<file path="src/rtl/pclk_pll_seq_pkg.sv">
// Shared definitions for the pixel-clock PLL sequencer.
//
// Contents:
//   state_t       - sequencer FSM states (3-bit encoding)
//   cnt_width()   - width needed for a counter that holds the values 0..n-1
//   DEF_*         - default parameter values and the counter widths derived from them
package pclk_pll_seq_pkg;

    typedef enum logic [2:0] {
        ST_IDLE     = 3'd0,
        ST_HOLD     = 3'd1,
        ST_SHIFT    = 3'd2,
        ST_RELEASE  = 3'd3,
        ST_LOCKWAIT = 3'd4,
        ST_RUN      = 3'd5,
        ST_FAIL     = 3'd6
    } state_t;

    // A counter that only ever holds 0..n-1 needs $clog2(n) bits, and at least one bit.
    function automatic int cnt_width(input int n);
        return (n > 1) ? $clog2(n) : 1;
    endfunction

    localparam int DEF_CFG_BITS     = 26;
    localparam int DEF_SCLK_DIV     = 4;
    localparam int DEF_RESET_CYCLES = 64;
    localparam int DEF_LOCK_TIMEOUT = 1048576;

    localparam int DEF_RST_CNT_W  = cnt_width(DEF_RESET_CYCLES);
    localparam int DEF_LOCK_CNT_W = cnt_width(DEF_LOCK_TIMEOUT);
    localparam int DEF_PH_CNT_W   = cnt_width(2 * DEF_SCLK_DIV);
    localparam int DEF_BIT_CNT_W  = cnt_width(DEF_CFG_BITS);

endpackage

</file>
<file path="src/rtl/pclk_pll_seq_if.sv">
// Control-register side of the PLL sequencer.
//
// Signals:
//   start      - 1-cycle (re)configure request
//   cfg_word   - PLL config word, shifted out MSB first
//   bypass_req - request PLL bypass (no lock wait)
//   busy       - sequence in progress
//   done       - 1-cycle pulse on successful completion
//   error      - sticky lock failure flag
//   readback   - word shifted back out of the PLL during the last config shift
// Modports: master = register block, slave = sequencer.
interface pclk_pll_seq_if #(
    parameter int CFG_BITS = 26
) ();
    logic                start;
    logic [CFG_BITS-1:0] cfg_word;
    logic                bypass_req;
    logic                busy;
    logic                done;
    logic                error;
    logic [CFG_BITS-1:0] readback;

    modport master (
        output start, cfg_word, bypass_req,
        input  busy, done, error, readback
    );

    modport slave (
        input  start, cfg_word, bypass_req,
        output busy, done, error, readback
    );
endinterface

</file>
<file path="src/rtl/pclk_pll_seq_sync_2ff.sv">
// Two-flop synchroniser for a single asynchronous level into the clk domain.
//
// Ports:
//   clk   - destination clock
//   reset - synchronous, active-high; clears both flops to 0
//   d     - asynchronous input
//   q     - synchronised output (two clk cycles of latency)
module sync_2ff (
    input  logic clk,
    input  logic reset,
    input  logic d,
    output logic q
);
    logic meta;

    always_ff @(posedge clk) begin
        if (reset) begin
            meta <= 1'b0;
            q    <= 1'b0;
        end else begin
            meta <= d;
            q    <= meta;
        end
    end
endmodule

</file>
<file path="src/rtl/pclk_pll_seq.sv">
// Pixel-clock PLL sequencer.
//
// On an accepted start it holds the PLL and the pixel domain in reset, shifts a config
// word into the PLL serial port (reading the PLL's serial output back at the same time),
// releases the PLL, waits for lock and finally releases the pixel-domain reset.
//
// Ports:
//   clk, reset     - system clock, synchronous active-high reset
//   ctl            - control-register interface (slave modport)
//   pll_nreset     - PLL reset, active-low
//   pll_bypass     - PLL bypass select
//   pll_sclk       - PLL config serial clock
//   pll_sdi        - PLL config serial data in
//   pll_sdo        - PLL config serial data out (asynchronous)
//   pll_locked     - PLL lock indicator (asynchronous)
//   pclk_reset_req - pixel-domain reset request, active-high
//
// Build option: define LOCK_MONITOR_EN to treat loss of lock while running as a failure.
module pclk_pll_seq
    import pclk_pll_seq_pkg::*;
#(
    parameter int CFG_BITS     = DEF_CFG_BITS,
    parameter int SCLK_DIV     = DEF_SCLK_DIV,
    parameter int RESET_CYCLES = DEF_RESET_CYCLES,
    parameter int LOCK_TIMEOUT = DEF_LOCK_TIMEOUT
) (
    input  logic          clk,
    input  logic          reset,
    pclk_pll_seq_if.slave ctl,
    output logic          pll_nreset,
    output logic          pll_bypass,
    output logic          pll_sclk,
    output logic          pll_sdi,
    input  logic          pll_sdo,
    input  logic          pll_locked,
    output logic          pclk_reset_req
);
    // One down-counter is shared between the HOLD interval and the sclk bit period.
    localparam int RST_W  = cnt_width(RESET_CYCLES);
    localparam int PH_W   = cnt_width(2 * SCLK_DIV);
    localparam int CNT_W  = (RST_W > PH_W) ? RST_W : PH_W;
    localparam int LOCK_W = cnt_width(LOCK_TIMEOUT);
    localparam int BIT_W  = cnt_width(CFG_BITS);

    localparam logic [CNT_W-1:0]  CNT_HOLD  = CNT_W'(RESET_CYCLES - 1);
    localparam logic [CNT_W-1:0]  CNT_BIT   = CNT_W'(2 * SCLK_DIV - 1);
    localparam logic [CNT_W-1:0]  CNT_HALF  = CNT_W'(SCLK_DIV);
    localparam logic [CNT_W-1:0]  CNT_ONE   = CNT_W'(1);
    localparam logic [LOCK_W-1:0] LOCK_LAST = LOCK_W'(LOCK_TIMEOUT - 1);
    localparam logic [BIT_W-1:0]  BIT_LAST  = BIT_W'(CFG_BITS - 1);

    state_t              state, state_d;
    logic [CNT_W-1:0]    cnt, cnt_d, cnt_dec;
    logic [LOCK_W-1:0]   lock_cnt, lock_cnt_d;
    logic [BIT_W-1:0]    bit_cnt, bit_cnt_d;
    logic [CFG_BITS-1:0] cfg_sh, cfg_sh_d;
    logic [CFG_BITS-2:0] shadow, shadow_d;
    logic [CFG_BITS-1:0] rb_q, rb_d;
    logic busy_q, busy_d, done_q, done_d, error_q, error_d;
    logic nreset_q, nreset_d, bypass_q, bypass_d, sclk_q, sclk_d, sdi_q, sdi_d, req_q, req_d;
    logic locked_sync, sdo_sync;

    sync_2ff u_sync_locked (.clk(clk), .reset(reset), .d(pll_locked), .q(locked_sync));
    sync_2ff u_sync_sdo    (.clk(clk), .reset(reset), .d(pll_sdo),    .q(sdo_sync));

`ifdef LOCK_MONITOR_EN
    logic locked_prev;

    always_ff @(posedge clk) begin
        if (reset) locked_prev <= 1'b0;
        else       locked_prev <= locked_sync;
    end
`endif

    always_comb begin
        state_d    = state;
        cnt_d      = cnt;
        lock_cnt_d = lock_cnt;
        bit_cnt_d  = bit_cnt;
        cfg_sh_d   = cfg_sh;
        shadow_d   = shadow;
        rb_d       = rb_q;
        busy_d     = busy_q;
        done_d     = 1'b0;
        error_d    = error_q;
        nreset_d   = nreset_q;
        bypass_d   = bypass_q;
        sclk_d     = sclk_q;
        sdi_d      = sdi_q;
        req_d      = req_q;
        cnt_dec    = cnt - CNT_ONE;

        case (state)
            ST_IDLE, ST_RUN, ST_FAIL: begin
                if (ctl.start) begin
                    state_d  = ST_HOLD;
                    cnt_d    = CNT_HOLD;
                    cfg_sh_d = ctl.cfg_word;
                    bypass_d = ctl.bypass_req;
                    error_d  = 1'b0;
                    busy_d   = 1'b1;
                    nreset_d = 1'b0;
                    req_d    = 1'b1;
                    sclk_d   = 1'b0;
                    sdi_d    = 1'b0;
                end
`ifdef LOCK_MONITOR_EN
                else if (state == ST_RUN && locked_prev && !locked_sync) begin
                    state_d = ST_FAIL;
                    req_d   = 1'b1;
                    error_d = 1'b1;
                end
`endif
            end
            ST_HOLD: begin
                if (cnt == '0) begin
                    state_d   = ST_SHIFT;
                    cnt_d     = CNT_BIT;
                    bit_cnt_d = BIT_LAST;
                    sdi_d     = cfg_sh[CFG_BITS-1];
                end else begin
                    cnt_d = cnt_dec;
                end
            end
            ST_SHIFT: begin
                if (cnt == '0) begin
                    // Last cycle of the high phase: capture the PLL's output bit.
                    shadow_d = (CFG_BITS-1)'({shadow, sdo_sync});
                    sclk_d   = 1'b0;
                    if (bit_cnt == '0) begin
                        state_d  = ST_RELEASE;
                        rb_d     = {shadow, sdo_sync};
                        nreset_d = 1'b1;
                        sdi_d    = 1'b0;
                    end else begin
                        bit_cnt_d = bit_cnt - BIT_W'(1);
                        cfg_sh_d  = {cfg_sh[CFG_BITS-2:0], 1'b0};
                        sdi_d     = cfg_sh[CFG_BITS-2];
                        cnt_d     = CNT_BIT;
                    end
                end else begin
                    // sclk is low while the counter is in the upper half of the bit period.
                    cnt_d  = cnt_dec;
                    sclk_d = (cnt_dec < CNT_HALF);
                end
            end
            ST_RELEASE: begin
                if (bypass_q) begin
                    state_d = ST_RUN;
                    req_d   = 1'b0;
                    done_d  = 1'b1;
                    busy_d  = 1'b0;
                end else begin
                    state_d    = ST_LOCKWAIT;
                    lock_cnt_d = '0;
                end
            end
            ST_LOCKWAIT: begin
                // Lock takes priority over a simultaneous timeout.
                if (locked_sync) begin
                    state_d = ST_RUN;
                    req_d   = 1'b0;
                    done_d  = 1'b1;
                    busy_d  = 1'b0;
                end else if (lock_cnt == LOCK_LAST) begin
                    state_d = ST_FAIL;
                    error_d = 1'b1;
                    busy_d  = 1'b0;
                end else begin
                    lock_cnt_d = lock_cnt + LOCK_W'(1);
                end
            end
            default: state_d = ST_IDLE;
        endcase
    end

    always_ff @(posedge clk) begin
        if (reset) begin
            state    <= ST_IDLE;
            cnt      <= '0;
            lock_cnt <= '0;
            bit_cnt  <= '0;
            rb_q     <= '0;
            busy_q   <= 1'b0;
            done_q   <= 1'b0;
            error_q  <= 1'b0;
            nreset_q <= 1'b0;
            bypass_q <= 1'b0;
            sclk_q   <= 1'b0;
            sdi_q    <= 1'b0;
            req_q    <= 1'b1;
        end else begin
            state    <= state_d;
            cnt      <= cnt_d;
            lock_cnt <= lock_cnt_d;
            bit_cnt  <= bit_cnt_d;
            rb_q     <= rb_d;
            busy_q   <= busy_d;
            done_q   <= done_d;
            error_q  <= error_d;
            nreset_q <= nreset_d;
            bypass_q <= bypass_d;
            sclk_q   <= sclk_d;
            sdi_q    <= sdi_d;
            req_q    <= req_d;
        end
    end

    // Shift data registers need no reset: they are loaded before they are used.
    always_ff @(posedge clk) begin
        cfg_sh <= cfg_sh_d;
        shadow <= shadow_d;
    end

    assign ctl.busy       = busy_q;
    assign ctl.done       = done_q;
    assign ctl.error      = error_q;
    assign ctl.readback   = rb_q;
    assign pll_nreset     = nreset_q;
    assign pll_bypass     = bypass_q;
    assign pll_sclk       = sclk_q;
    assign pll_sdi        = sdi_q;
    assign pclk_reset_req = req_q;
endmodule

</file>
<file path="src/flat_wrapper.sv">
// flat-port wrapper written by rule: the top's interface ports become plain ports
module pclk_pll_seq_flat import pclk_pll_seq_pkg::*;
#(
    parameter int CFG_BITS     = DEF_CFG_BITS,
    parameter int SCLK_DIV     = DEF_SCLK_DIV,
    parameter int RESET_CYCLES = DEF_RESET_CYCLES,
    parameter int LOCK_TIMEOUT = DEF_LOCK_TIMEOUT
)
  (clk, reset, pll_nreset, pll_bypass, pll_sclk, pll_sdi, pll_sdo, pll_locked, pclk_reset_req, ctl_start, ctl_cfg_word, ctl_bypass_req, ctl_busy, ctl_done, ctl_error, ctl_readback);
  pclk_pll_seq_if #(.CFG_BITS(CFG_BITS)) ctl_i ();
  input  logic clk;
  input  logic reset;
  output logic pll_nreset;
  output logic pll_bypass;
  output logic pll_sclk;
  output logic pll_sdi;
  input  logic pll_sdo;
  input  logic pll_locked;
  output logic pclk_reset_req;
  input wire logic [$bits(ctl_i.start)-1:0] ctl_start;
  input wire logic [$bits(ctl_i.cfg_word)-1:0] ctl_cfg_word;
  input wire logic [$bits(ctl_i.bypass_req)-1:0] ctl_bypass_req;
  output wire logic [$bits(ctl_i.busy)-1:0] ctl_busy;
  output wire logic [$bits(ctl_i.done)-1:0] ctl_done;
  output wire logic [$bits(ctl_i.error)-1:0] ctl_error;
  output wire logic [$bits(ctl_i.readback)-1:0] ctl_readback;
  assign ctl_i.start = ctl_start;
  assign ctl_i.cfg_word = ctl_cfg_word;
  assign ctl_i.bypass_req = ctl_bypass_req;
  assign ctl_busy = ctl_i.busy;
  assign ctl_done = ctl_i.done;
  assign ctl_error = ctl_i.error;
  assign ctl_readback = ctl_i.readback;
  pclk_pll_seq #(.CFG_BITS(CFG_BITS), .SCLK_DIV(SCLK_DIV), .RESET_CYCLES(RESET_CYCLES), .LOCK_TIMEOUT(LOCK_TIMEOUT)) u_core (.clk(clk), .reset(reset), .ctl(ctl_i), .pll_nreset(pll_nreset), .pll_bypass(pll_bypass), .pll_sclk(pll_sclk), .pll_sdi(pll_sdi), .pll_sdo(pll_sdo), .pll_locked(pll_locked), .pclk_reset_req(pclk_reset_req));
endmodule
</file>
<file path="config.mk">
export PLATFORM = sky130hd
export DESIGN_NAME = pclk_pll_seq_flat
export DESIGN_NICKNAME = d
export VERILOG_FILES = /design/src/rtl/pclk_pll_seq_pkg.sv /design/src/rtl/pclk_pll_seq_if.sv /design/src/rtl/pclk_pll_seq_sync_2ff.sv /design/src/rtl/pclk_pll_seq.sv /design/src/flat_wrapper.sv
export SDC_FILE = /design/constraint.sdc
export NUM_CORES = 1
export LEC_CHECK = 0
export BUFFER_PORTS_ARGS = -buffer_cell sky130_fd_sc_hd__buf_2
export CELL_PAD_IN_SITES_DETAIL_PLACEMENT = 1
export CELL_PAD_IN_SITES_GLOBAL_PLACEMENT = 2
export CORE_MARGIN = 4
export CORE_UTILIZATION = 34
export DETAILED_ROUTE_END_ITERATION = 16
export HOLD_SLACK_MARGIN = 0.03
export PLACE_DENSITY_LB_ADDON = 0.1
export SYNTH_ARGS = -nofsm -noshare
export SYNTH_HDL_FRONTEND = slang
export SYNTH_SLANG_ARGS = --single-unit
</file>
<file path="constraint.sdc">
create_clock -name clk -period 3.57 [get_ports clk]
set_input_delay 0.5355 -clock clk [delete_from_list [all_inputs] [get_ports clk]]
set_output_delay 0.5355 -clock clk [all_outputs]
set_load 0.03 [all_outputs]
</file>
# --- Yosys cells after proc, flatten, opt, wreduce, memory -nomap -nowiden ---
# Index checks and enable logic that the tools add are counted.
totals:
  out_inout_bits: 34
  input_bits: 32
  register_bits: 123
op_classes:
  n_eq_ne: 20
  n_mux: 48
  magnitude_cmp: 1
  reduce_logical: 24
  addsub: 3
op_table:
  columns: ["operator", "count"]
  rows:
  - ["$mux 26", 3]
  - ["$mux 20", 3]
  - ["$pmux 26 s2", 1]
  - ["$pmux 20 s2", 1]
  - ["$reduce_and 4->1", 8]
  - ["$mux 6", 4]
  - ["$add 20x1->20 const B", 1]
  - ["$eq 20x20->1 const B", 1]
  - ["$mux 3", 6]
  - ["$pmux 6 s3", 1]
  - ["$mux 1", 17]
  - ["$mux 5", 3]
  - ["$pmux 3 s5", 1]
  - ["$ne 2x2->1 const B", 6]
  - ["$ne 2x1->1 const B", 5]
  - ["$pmux 5 s2", 1]
  - ["$eq 3x3->1 const B", 3]
  - ["$pmux 1 s3", 3]
  - ["$pmux 1 s2", 4]
  - ["$reduce_bool 2->1", 4]
  - ["$eq 3x2->1 const B", 2]
  - ["$logic_not 6->1", 1]
  - ["$lt 6x3->1 const B", 1]
  - ["$reduce_and 2->1", 3]
  - ["11 further kinds", 13]

# --- Longest topological paths before layout ---
# Gate-level depths: netlist (run 1).
depth:
  word_depth: 4
  depth_mapped: 9
  ltp_nobuf: 7

# --- By module ---
# Synthesis (run 1) repeated with hierarchy kept, for this count alone.
unflattened:
  cells_unflattened: 559
  area_unflattened_um2: 5291.3
modules_own_cells:
  columns: ["mod", "area_per_inst_um2", "n_inst", "cells_per_inst"]
  rows:
  - ["pclk_pll_seq", 5186.2, 1, 551]
  - ["sync_2ff", 52.6, 2, 4]

# --- Worst setup path before layout (run 1) ---
# No wires, ideal clock.
synth_path:
  kind: "reg2reg"
  from: "register u_core.cnt[0]"
  to: "register u_core.shadow[0] (enable)"
  synth_period_minus_slack_ns: 3.553
  required_time_ns: 3.132
  arrival_ns: 3.115
  path_slack_ns: 0.017
  stages_incl_launch_ff: 6
  setup_ns: 0.438
  path_cell_list: "dfxtp_1 -> inv_1 -> ha_1 -> or4b_4 -> or2_2 -> nor3_1"
synth_via:
  elab_chain_cells: 2
synth_lines:
  columns: ["element", "line", "source"]
  rows:
  - ["start, declared", "pclk_pll_seq.sv:53", "logic [CNT_W-1:0] cnt, cnt_d, cnt_dec;"]
  - ["start signal, assigned", "pclk_pll_seq.sv:194", "cnt <= cnt_d;"]
  - ["$logic_not 6->1", "pclk_pll_seq.sv:126", "if (cnt == '0) begin"]
  - ["$reduce_and 2->1 (no line)", null, null]
  - ["end signal, assigned", "pclk_pll_seq.sv:212", "shadow <= shadow_d;"]
  - ["end, declared", "pclk_pll_seq.sv:57", "logic [CFG_BITS-2:0] shadow, shadow_d;"]
# No other way between the ends.
# A chain may end at the register's enable or synchronous reset.

# --- Worst setup path after layout (run 1) ---
layout_path:
  from: "register u_core.state[1]"
  to: "register u_core.rb_q[8], in the netlist u_core.ctl.readback[8]"
layout_via:
  elab_chain_cells: 2
layout_lines:
  columns: ["element", "line", "source"]
  rows:
  - ["start, declared", "pclk_pll_seq.sv:52", "state_t state, state_d;"]
  - ["start signal, assigned", "pclk_pll_seq.sv:193", "state <= state_d;"]
  - ["$eq 3x2->1", "pclk_pll_seq.sv:93", "case (state)"]
  - ["$reduce_and 3->1 (no line)", null, null]
  - ["end signal, assigned", "pclk_pll_seq.sv:197", "rb_q <= rb_d;"]
  - ["end, declared", "pclk_pll_seq.sv:58", "logic [CFG_BITS-1:0] rb_q, rb_d;"]
# No other way between the ends.

==> results of run 1 <==
==> synth_stat cells, types with 6 or more instances <==
| cell type | count | area (µm²) |
|---|---|---|
| or2_2 | 6 | 37.5 |
| xnor2_1 | 7 | 61.3 |
| o21ai_0 | 14 | 70.1 |
| clkbuf_1 | 12 | 45.0 |
| mux2_2 | 25 | 282 |
| dfxtp_1 | 72 | 1440 |
| or3_1 | 8 | 50.1 |
| nor2b_1 | 10 | 62.6 |
| nand2_1 | 78 | 293 |
| edfxtp_1 | 51 | 1530 |
| nor3_1 | 6 | 30.0 |
| a21oi_1 | 53 | 265 |
| nand3_1 | 9 | 45.0 |
| nand2b_1 | 6 | 37.5 |
| inv_1 | 8 | 30.0 |
| nor2_1 | 28 | 105 |
==> final timing paths <==
kind                                          start                      to  depth (start not counted)  slack (ns)
worst max-delay path                u_core.state[1]  u_core.ctl.readback[8]                          7        0.97
worst min-delay path                        pll_sdo  u_core.u_sync_sdo.meta                          2        0.34
worst max register to register      u_core.state[1]  u_core.ctl.readback[8]                          7        0.97
worst min register to register  u_core.u_sync_sdo.q        u_core.shadow[0]                          0        0.43
==> cells by family after synthesis <==
group,count (synthesis)
simple gates,182
compound gates,111
buf+inv,30
mux,28
flops,123
xor+xnor,11
fa+ha+maj,5
==> layout make-up <==
class | instances | share of cell area [%]
sequential | 123 | 46.8
multi-input combinational | 337 | 34.2
clock buffer | 22 | 7.46
timing repair buffer | 71 | 5.83
tap | 188 | 3.70
clock inverter | 10 | 1.50
inverter | 8 | 0.473
==> routing by layer <==
metal | up-vias | routed length, µm
li1 | 1924 | -
met1 | 1880 | 5910
met2 | 64 | 5870
met3 | 16 | 456
met4 | 0 | 191
met5 | - | 0
==> power groups by stage <==
stage	combinational, mW	sequential, mW	clock (mW)
final	1.22	1.94	1.64
after global placement	1.21	1.96	0
after CTS	1.24	1.94	1.69
after floorplan	0.958	1.92	0
after global routing	1.36	1.97	1.76
after detailed placement	1.23	1.97	0
==> metrics by stage <==
| stage | power, mW | area [µm²] |
|---|---|---|
| after floorplan | 2.88 | 5290 |
| after global placement | 3.16 | 5780 |
| after detailed placement | 3.20 | 5780 |
| after CTS | 4.87 | 6350 |
| after global routing | 5.09 | 6350 |
| final | 4.79 | 6350 |
==> worst max-delay path, stage by stage, from the launching register on <==
cell	delay [ns]
dfxtp_1	0.89
nand2b_1	0.32
nor2_2	0.21
buf_4	0.35
and3_1	0.21
buf_4	0.28
nand2_1	0.09
a21oi_1	0.15
==> sequential cells by signal, summed over array words and instances (netlist names), 3 cells and up <==
| name | cells |
|---|---|
| u_core.ctl.readback | 26 |
| u_core.cfg_sh | 26 |
| u_core.cnt | 6 |
| u_core.lock_cnt | 20 |
| u_core.bit_cnt | 5 |
| u_core.shadow | 25 |
| u_core.state | 3 |
==> results.md, run 1 <==
* Hold Fails Final Rpt at 0
* Area growth syn-to-layout at 20.2%
* Critical path class: flip-flop to flip-flop
* Internal at between 3 and 4 mW
* Antenna Cells at 0
* Largest family of logic cells by synthesized area: simple AND/OR/NAND/NOR gates
* Power Dens Cells at 754 mW/mm²
* Worst Setup End Kind: flip-flop
* Yosys reg bits at about 120
* Die Y at 133 µm
* First-pass GRT wire length at approximately 20000 µm
* Nets at 595
* Final ANT Viol Nets at 0
* Comb pwr share at between 20% and 30%
* Post-Synthesis Cells at 490
* Rel. slew slack at about a third
* Initial core utilization at 34.8%
* Largest net degree at the start of global routing at 37
* RSZ-0062 raised after global routing: false
* Max FO, Critical Path at 28
* Register area share after synthesis at 56.3%
* Multi-input logic area at between 0.002 and 0.0025 mm²
* Worst-path clk slew at around 0.050 ns
* Top_reg_cell synth: dfxtp_1
* Synth Area in Simple Gates at between 10% and 20%
* Worst-Margin Slew at 0.977 ns
* Vias/cell at between 5 and 6
* CTS tree: done
* Post-synth EDFFs at slightly above 50
* Drt drc at 0
* Post-DP HPWL at around 8400 µm
* Die ar. at 0.0176 mm²
* Clk root buf: clkbuf_16
* Post-Syn Area at ~0.0053 mm²
* Max Cap Viol at 0
* Vias in the first global route at approximately 4000
* I/O pins at 66
* Starting DRT DRC Count at between 100 and 150
* Worst min path class: input pin to flip-flop
* Routability cong. at a little over 0.8
* Met2 Use GR at 23.4%
* Routed len/inst at approximately 16 µm
* Ys async rst share at 0%
* Final critical-path share of the clock period at between 70 and 80%
* Most Crowded Layer GR: met2
* Inst Count DP at ~730
* Leak at 2.31 nW
* Worst path arrival time at approximately 2.9 ns
* Final wirelength at approximately 12000 µm
* Layout fillers at 1705
* Initial antenna violation count at 0
* Fin crit period at around 2.6 ns
* Proportion of synthesized area in mux cells at a little under 6%
* Clock Power Share at 34.1%
* Register share of total power at between 40% and 50%
* Resize count post-CTS at 0
* Core ar. at 0.0152 mm²
* Mapped Nets at 527
* Reg area at just under 0.003 mm²
* Post-route setup slack at roughly 0.97 ns
* Post-layout util at a little over two fifths
* Maximum vdd drop at between 0.3 and 0.4 mV
* Sw Ratio at between 30% and 40%
* WP data required at between 3 and 4 ns
* Status: finished clean
* H-tree Lvls at 4
* Max clock buf depth at 2
* Xor-xnor portion of the synthesized cell area at between 1.5 and 2%
* Synth Area in Adders at roughly 1.2%
* CTS Hold Bufs at 0
* Syn Area/Cell at around 11 µm²
* Drt pass-1 iters at 4
* Overflow after GRT at 0
* Pre-CTS setup slack at 0.944 ns
* Hold_ws at between 0.3 and 0.4 ns
* Gr usage total at 14.7%
* Total number of vias at ~3900
* # clock sinks at 123
* GR Layer Usage met3 at under 10%
* Die width at between 100 and 150 µm
* Yosys cell types at 67
* Share of cells above drive strength 1 at a little over a quarter
* Warnings, synthesis at 0
* Final setup violation count at 0
* GR Util met1 at approximately a fifth
* Clock buffer count from CTS at 17
* Synth Area in Compound Gates at approximately 14%
* IO buf count at between 60 and 70
* Finished Layout Cells at roughly 760
* Clock skew at between 0.008 and 0.009 ns
* Psw at roughly 1.6 mW
* Post-CTS Setup Inserts at 0
* Kind of start point of the critical path: flip-flop
* Fmax at just under 0.4 GHz
* Setup TNS at 0 ns
* Commonest non-fill, non-tap cells in the layout: 78 x nand2_1, 72 x dfxtp_1, 65 x buf_2
* Leading cell type in the layout, fill and taps excluded: nand2_1
* FP Rows at 45
* Worst skew pair latency at between 0.4 and 0.5 ns
* Slew Viols, Final at 0
Note: power is estimated with default switching activity, not from simulation.
==> inputs of run 2 (changes only) <==
CORE_UTILIZATION = 38   (was 34)
clock period = 2.5 ns   (was 3.57 ns; I/O delays follow)
==> run 2 against run 1 <==
Compared with the run above:
- setup slack got worse by 0.64 ns
- hold slack worse by 0.18 ns
- clock power rose by 55%
- critical endpoint is now u_core.cnt[5]
- maximum frequency grew 20%
- final cell count decreased by 0.53%
==> results.md, run 2 (synthesized netlist as in run 1, its figures left out) <==
* Status: finished clean
* Critical path class: flip-flop to flip-flop
* Worst-path clk slew at 0.06 ns (about the same)
* Worst skew pair latency at 0.42 ns (about the same)
* Largest net degree at the start of global routing at 28 (-24%)
* Post-route setup slack at 0.323 ns (-0.645 ns)
* Final setup violation count at 0 (unchanged)
* Final ANT Viol Nets at 0 (unchanged)
* Final critical-path share of the clock period at 87.1% (+14 points)
* CTS tree: done
* Die Y at 126 µm (-5.1%)
* H-tree Lvls at 4 (unchanged)
* Post-DP HPWL at 8490 µm (+1.5%)
* RSZ-0062 raised after global routing: false
* Comb pwr share at 27.6% (+2.2 points)
* Placed inst area at 0.00587 mm² (+1.5%)
* Routed len/inst at 16.5 µm (+0.72%)
* Initial core utilization at 39.3% (+4.5 points)
* Pre-CTS setup slack at 0.343 ns (-0.600 ns)
* Worst-Margin Slew at 0.736 ns (-0.241 ns)
* Commonest non-fill, non-tap cells in the layout: 78 x nand2_1, 72 x dfxtp_1, 65 x buf_2
* Power Dens Cells at 1110 mW/mm² (+48%)
* Fmax at 0.459 GHz (+20%)
* Die width at 126 µm (-5.1%)
* Share of cells above drive strength 1 at 28.0% (+0.83 points)
* Nets at 603 (+1.3%)
* Max Cap Viol at 0 (unchanged)
* Routability cong. at 0.771 (-5.4%)
* Initial antenna violation count at 1 (+1)
* Worst path arrival time at 2.49 ns (-0.44 ns)
* Post-route cell area at 0.00649 mm² (+2.1%)
* Antenna Cells at 0 (unchanged)
* First-pass GRT wire length at 20600 µm (about the same)
* Sw Ratio at 31.6% (-0.88 points)
* Leading cell type in the layout, fill and taps excluded: nand2_1
* Setup TNS at 0 ns (unchanged)
* WP data required at 2.81 ns (-1.09 ns)
* Maximum vdd drop at 0.535 mV (+37%)
* Psw at 2.28 mW (+47%)
* Vias in the first global route at 4062 (+2.0%)
* Hold_ws at 0.168 ns (-0.176 ns)
* Clk root buf: clkbuf_16
* Die ar. at 0.0159 mm² (-9.9%)
* CTS Hold Bufs at 0 (unchanged)
* Core ar. at 0.0135 mm² (-12%)
* Gr usage total at 16.3% (+1.6 points)
* Drt drc at 0 (unchanged)
* Hold Fails Final Rpt at 0 (unchanged)
* Internal at 4.95 mW (+53%)
* Register share of total power at 37.2% (-3.3 points)
* Clock skew at 0.00492 ns (-0.00405 ns)
* Post-CTS Setup Inserts at 0 (unchanged)
* Leak at 2.39 nW (+3.6%)
* I/O pins at 66 (unchanged)
* Fin crit period at 2.18 ns (-0.425 ns)
* Resize count post-CTS at 0 (unchanged)
* Final wirelength at 12400 µm (+0.19%)
* Overflow after GRT at 0 (unchanged)
* Starting DRT DRC Count at 234 (+80%)
* Worst Setup End Kind: flip-flop
* Vias/cell at 5.24 (+2.3%)
* Rel. slew slack at 50.3% (+15 points)
* IO buf count at 65 (unchanged)
* Max FO, Critical Path at 6 (-79%)
* # clock sinks at 123 (unchanged)
* Clock Power Share at 35.2% (+1.1 points)
* Slew Viols, Final at 0 (unchanged)
* Max clock buf depth at 2 (unchanged)
* Clock buffer count from CTS at 17 (unchanged)
* Drt pass-1 iters at 4 (unchanged)
* Total power at 7.23 mW (+51%)
* FP Rows at 42 (-6.7%)
* Worst min path class: input pin to flip-flop
* Total number of vias at 3954 (+1.8%)
* Area growth syn-to-layout at 22.7%
* Kind of start point of the critical path: flip-flop
run 2: changes by cell type in the layout (fill, tap and decap cells not counted), moves of 2 or more:
| cell | delta |
|---|---|
| clkbuf_8 | -2 |
| buf_12 | +3 |
| clkinvlp_4 | -3 |
| bufinv_16 | +2 |
| buf_4 | +5 |
run 2: power by group through the flow:
stage	Sequential [mW]	Combinational [mW]	Clock (mW)
after global routing	2.72	2.21	2.71
final	2.69	2.00	2.54
after CTS	2.69	2.01	2.61
after detailed placement	2.73	2.00	0
after global placement	2.72	1.95	0
after floorplan	2.74	1.38	0
run 2: area by class of cell:
type	instances	area [µm²]
well taps	176	220
inverters	8	30.0
flip-flops and latches	123	2970
fillers	1529	6970
clock buffers	22	475
multi-input cells	337	2180
clock inverters	10	138
repair buffers	79	468
run 2: critical path: stages, from the launching register on:
cell and delay, ns:
dfxtp_1 0.32, inv_1 0.10, ha_1 0.17, nor4b_1 0.61, a31oi_1 0.39, a21boi_1 0.23
o221a_2 0.24
run 2: final timing paths:
check	startpoint	end	slack, ns	depth (start not counted)
worst min-delay path	pll_sdo	u_core.u_sync_sdo.meta	0.17	2
worst max register to register	u_core.bit_cnt[0]	u_core.cnt[5]	0.32	6
worst min register to register	u_core.shadow[8]	u_core.shadow[9]	0.45	0
worst max-delay path	u_core.bit_cnt[0]	u_core.cnt[5]	0.32	6
run 2: stage by stage:
step	instances	util, %
after floorplan	490	-
after global placement	723	43.7
after detailed placement	723	43.7
after CTS	755	48.2
after global routing	755	48.2
final	755	48.2
run 2: per-layer routing:
| layer | track usage, % | wire (µm) | vias to the layer above | share of wire, % |
|---|---|---|---|---|
| met5 | 0 | 13 | - | 0.10 |
| met4 | 6.06 | 185 | 2 | 1.5 |
| met3 | 5.29 | 527 | 21 | 4.2 |
| met2 | 25.1 | 5870 | 80 | 47 |
| met1 | 21.3 | 5850 | 1914 | 47 |
| li1 | - | - | 1937 | - |
==> inputs of run 3 (changes only) <==
CORE_UTILIZATION = 37   (was 38)
CTS_BUF_LIST = sky130_fd_sc_hd__clkbuf_8   (was not set)
SYNTH_HIERARCHICAL = 1   (was not set)
==> run 3 against run 2 <==
Compared with the run above:
- via count rose by 7.7%
- sequential cell count did not move
- critical path depth fell by 1
- combinational power fell by 61%
- final cell count rose by 8.9%
==> results.md, run 3 <==
* Status: finished clean
* Hold Fails Final Rpt at 0 (unchanged)
* Vias in the first global route at 4328 (+6.5%)
* Maximum vdd drop at 0.276 mV (-48%)
* Top cell type's share of synthesized area at 28.9% (-0.034 points)
* Register area share after synthesis at 56.2% (-0.067 points)
* First-pass GRT wire length at 21500 µm (+4.6%)
* Mapped Nets at 596 (+13%)
* Max Cap Viol at 0 (unchanged)
* Layout fillers at 1639 (+7.2%)
* Max clock buf depth at 2 (unchanged)
* Count leader, synth: nand2_1
* Final critical-path share of the clock period at 85.6% (-1.5 points)
* Drt pass-1 iters at 4 (unchanged)
* Yosys cell types at 64 (-4.5%)
* Drt drc at 0 (unchanged)
* H-tree Lvls at 4 (unchanged)
* Nets at 667 (+11%)
* Core ar. at 0.0139 mm² (+3.6%)
* CTS Hold Bufs at 0 (unchanged)
* Share of cells above drive strength 1 at 19.6% (-8.4 points)
* Syn Area/Cell at 9.47 µm² (-12%)
* Clk root buf: clkbuf_8
* Die Y at 128 µm (+1.3%)
* Worst-Margin Slew at 0.646 ns (-0.0894 ns)
* Pre-CTS setup slack at 0.360 ns (+0.0172 ns)
* Initial core utilization at 38.0% (-1.3 points)
* Yosys reg bits at 123 (unchanged)
* Resize count post-CTS at 0 (unchanged)
* Max FO, Critical Path at 12 (+6)
* Synth cell count leaders: 147 x nand2_1, 72 x dfxtp_1, 53 x a21oi_1, 51 x edfxtp_1, 31 x nor2_1
* Post-route setup slack at 0.360 ns (+0.0377 ns)
* WP data required at 2.82 ns (about the same)
* Routed len/inst at 15.8 µm (-4.3%)
* Final setup violation count at 0 (unchanged)
* Post-Synthesis Cells at 559 (+14%)
* Power Dens Cells at 796 mW/mm² (-29%)
* Clock buffer count from CTS at 17 (unchanged)
* Leading cell type in the layout, fill and taps excluded: nand2_1
* Ys async rst share at 0% (unchanged)
* Clock skew at 0.00780 ns (+0.00288 ns)
* Die width at 128 µm (+1.3%)
* I/O pins at 66 (unchanged)
* Worst skew pair latency at 0.44 ns (+0.02 ns)
* Top post-synthesis cells by area: edfxtp_1 29%, dfxtp_1 27%, nand2_1 10%
* Final wirelength at 13000 µm (+4.2%)
* Worst Setup End Kind: flip-flop
* Top_reg_cell synth: dfxtp_1
* Kind of start point of the critical path: flip-flop
* Fmax at 0.467 GHz (+1.8%)
* Antenna Cells at 0 (unchanged)
* Area growth syn-to-layout at 18.9%
* Leak at 2.41 nW (+0.86%)
* Routability cong. at 0.804 (+4.2%)
* FP Rows at 43 (+2.4%)
* Finished Layout Cells at 822 (+8.9%)
* CTS tree: done
* Overflow after GRT at 0 (unchanged)
* Hold_ws at 0.170 ns (+0.00133 ns)
* Starting DRT DRC Count at 215 (-8.1%)
* Worst min path class: input pin to flip-flop
* Rel. slew slack at 56.8% (+6.5 points)
* Inst Count DP at 791 (+9.4%)
* Worst-path clk slew at 0.07 ns (about the same)
* Synth area leader: edfxtp_1
* Commonest non-fill, non-tap cells in the layout: 147 x nand2_1, 72 x dfxtp_1, 65 x buf_2
* # clock sinks at 123 (unchanged)
* Total number of vias at 4259 (+7.7%)
* Post-DP HPWL at 9060 µm (+6.7%)
* Post-Syn Area at 0.00529 mm² (+0.12%)
* Fin crit period at 2.14 ns (-0.0377 ns)
* Critical path class: flip-flop to flip-flop
* RSZ-0062 raised after global routing: false
* Vias/cell at 5.18 (-1.1%)
* IO buf count at 65 (unchanged)
* Slew Viols, Final at 0 (unchanged)
* Initial antenna violation count at 0 (-1)
* Die ar. at 0.0163 mm² (+2.6%)
* Gr usage total at 16.6% (+0.34 points)
* Setup TNS at 0 ns (unchanged)
* Worst path arrival time at 2.46 ns (-0.03 ns)
* Post-synth EDFFs at 51 (unchanged)
* Warnings, synthesis at 6 (+6)
* Post-CTS Setup Inserts at 0 (unchanged)
* Largest net degree at the start of global routing at 28 (unchanged)
* Final ANT Viol Nets at 0 (unchanged)
==> run 3: cell count changes after synthesis, moves of 5 or more <==
cell	delta
nand2_1	+69
mux2_2	-25
clkbuf_1	+7
o21ai_0	+6
or2_2	-5
nand4_1	+6
==> run 3: kinds of logic (layout without fill, tap and decap cells) <==
group,after synthesis,in the layout,synth area share (%)
flip-flops,123,123,56.2
AND/OR/NAND/NOR,264,264,24.2
buffers and inverters,40,123,3.10
multiplexers,3,3,0.568
XOR/XNOR,7,7,1.16
adder cells (fa/ha/maj),5,5,1.18
AO/OA/AOI/OAI,117,117,13.6
==> run 3: worst paths after layout <==
kind	startpoint	to	slack [ns]	depth (start not counted)
setup / recovery	u_core/lock_cnt[8]	u_core/lock_cnt[4]	0.36	5
hold / removal	pll_sdo	u_core/u_sync_sdo/meta	0.17	2
setup reg to reg	u_core/lock_cnt[8]	u_core/lock_cnt[4]	0.36	5
hold reg to reg	u_core/u_sync_sdo/meta	u_core/u_sync_sdo/q	0.44	1
==> run 3: layer usage <==
metal | GRT usage (%) | part of all wire, % | up-vias
li1 | - | - | 2117
met1 | 21.4 | 47 | 2065
met2 | 27.1 | 47 | 62
met3 | 4.31 | 4.3 | 15
met4 | 5.87 | 1.5 | 0
met5 | 0 | 0 | -
==> run 3: metrics by stage <==
step / total power [mW] / cell area (µm²) / util (%)
4_1_cts: 5.07 / 6290 / 45.1
3_5_place_dp: 3.22 / 5880 / 42.2
3_3_place_gp: 3.19 / 5880 / 42.2
6_report: 5.01 / 6290 / 45.1
5_1_grt: 5.27 / 6290 / 45.1
2_1_floorplan: 2.96 / 5320 / -
==> run 3: critical path, stage by stage, from the launching register on <==
cell and delay (ns):
dfxtp_1 0.45, nand4_2 0.23, or4_4 0.64, o21ai_2 0.44
or3_1 0.19, a21oi_1 0.06
==> run 3: final cells by class <==
class	instances	area [µm²]	area share (%)
clock buffer	19	262	4.16
multi-input combinational	396	2190	34.8
inverter	12	45.0	0.716
sequential	123	2970	47.3
tap	180	225	3.58
clock inverter	12	149	2.37
timing repair buffer	80	450	7.16
==> run 3: report_power, final <==
group	switching, mW	leakage, nW	internal, mW
sequential	0.112	1.06	2.27
combinational	0.502	1.15	0.288
clock	0.805	0.206	1.03
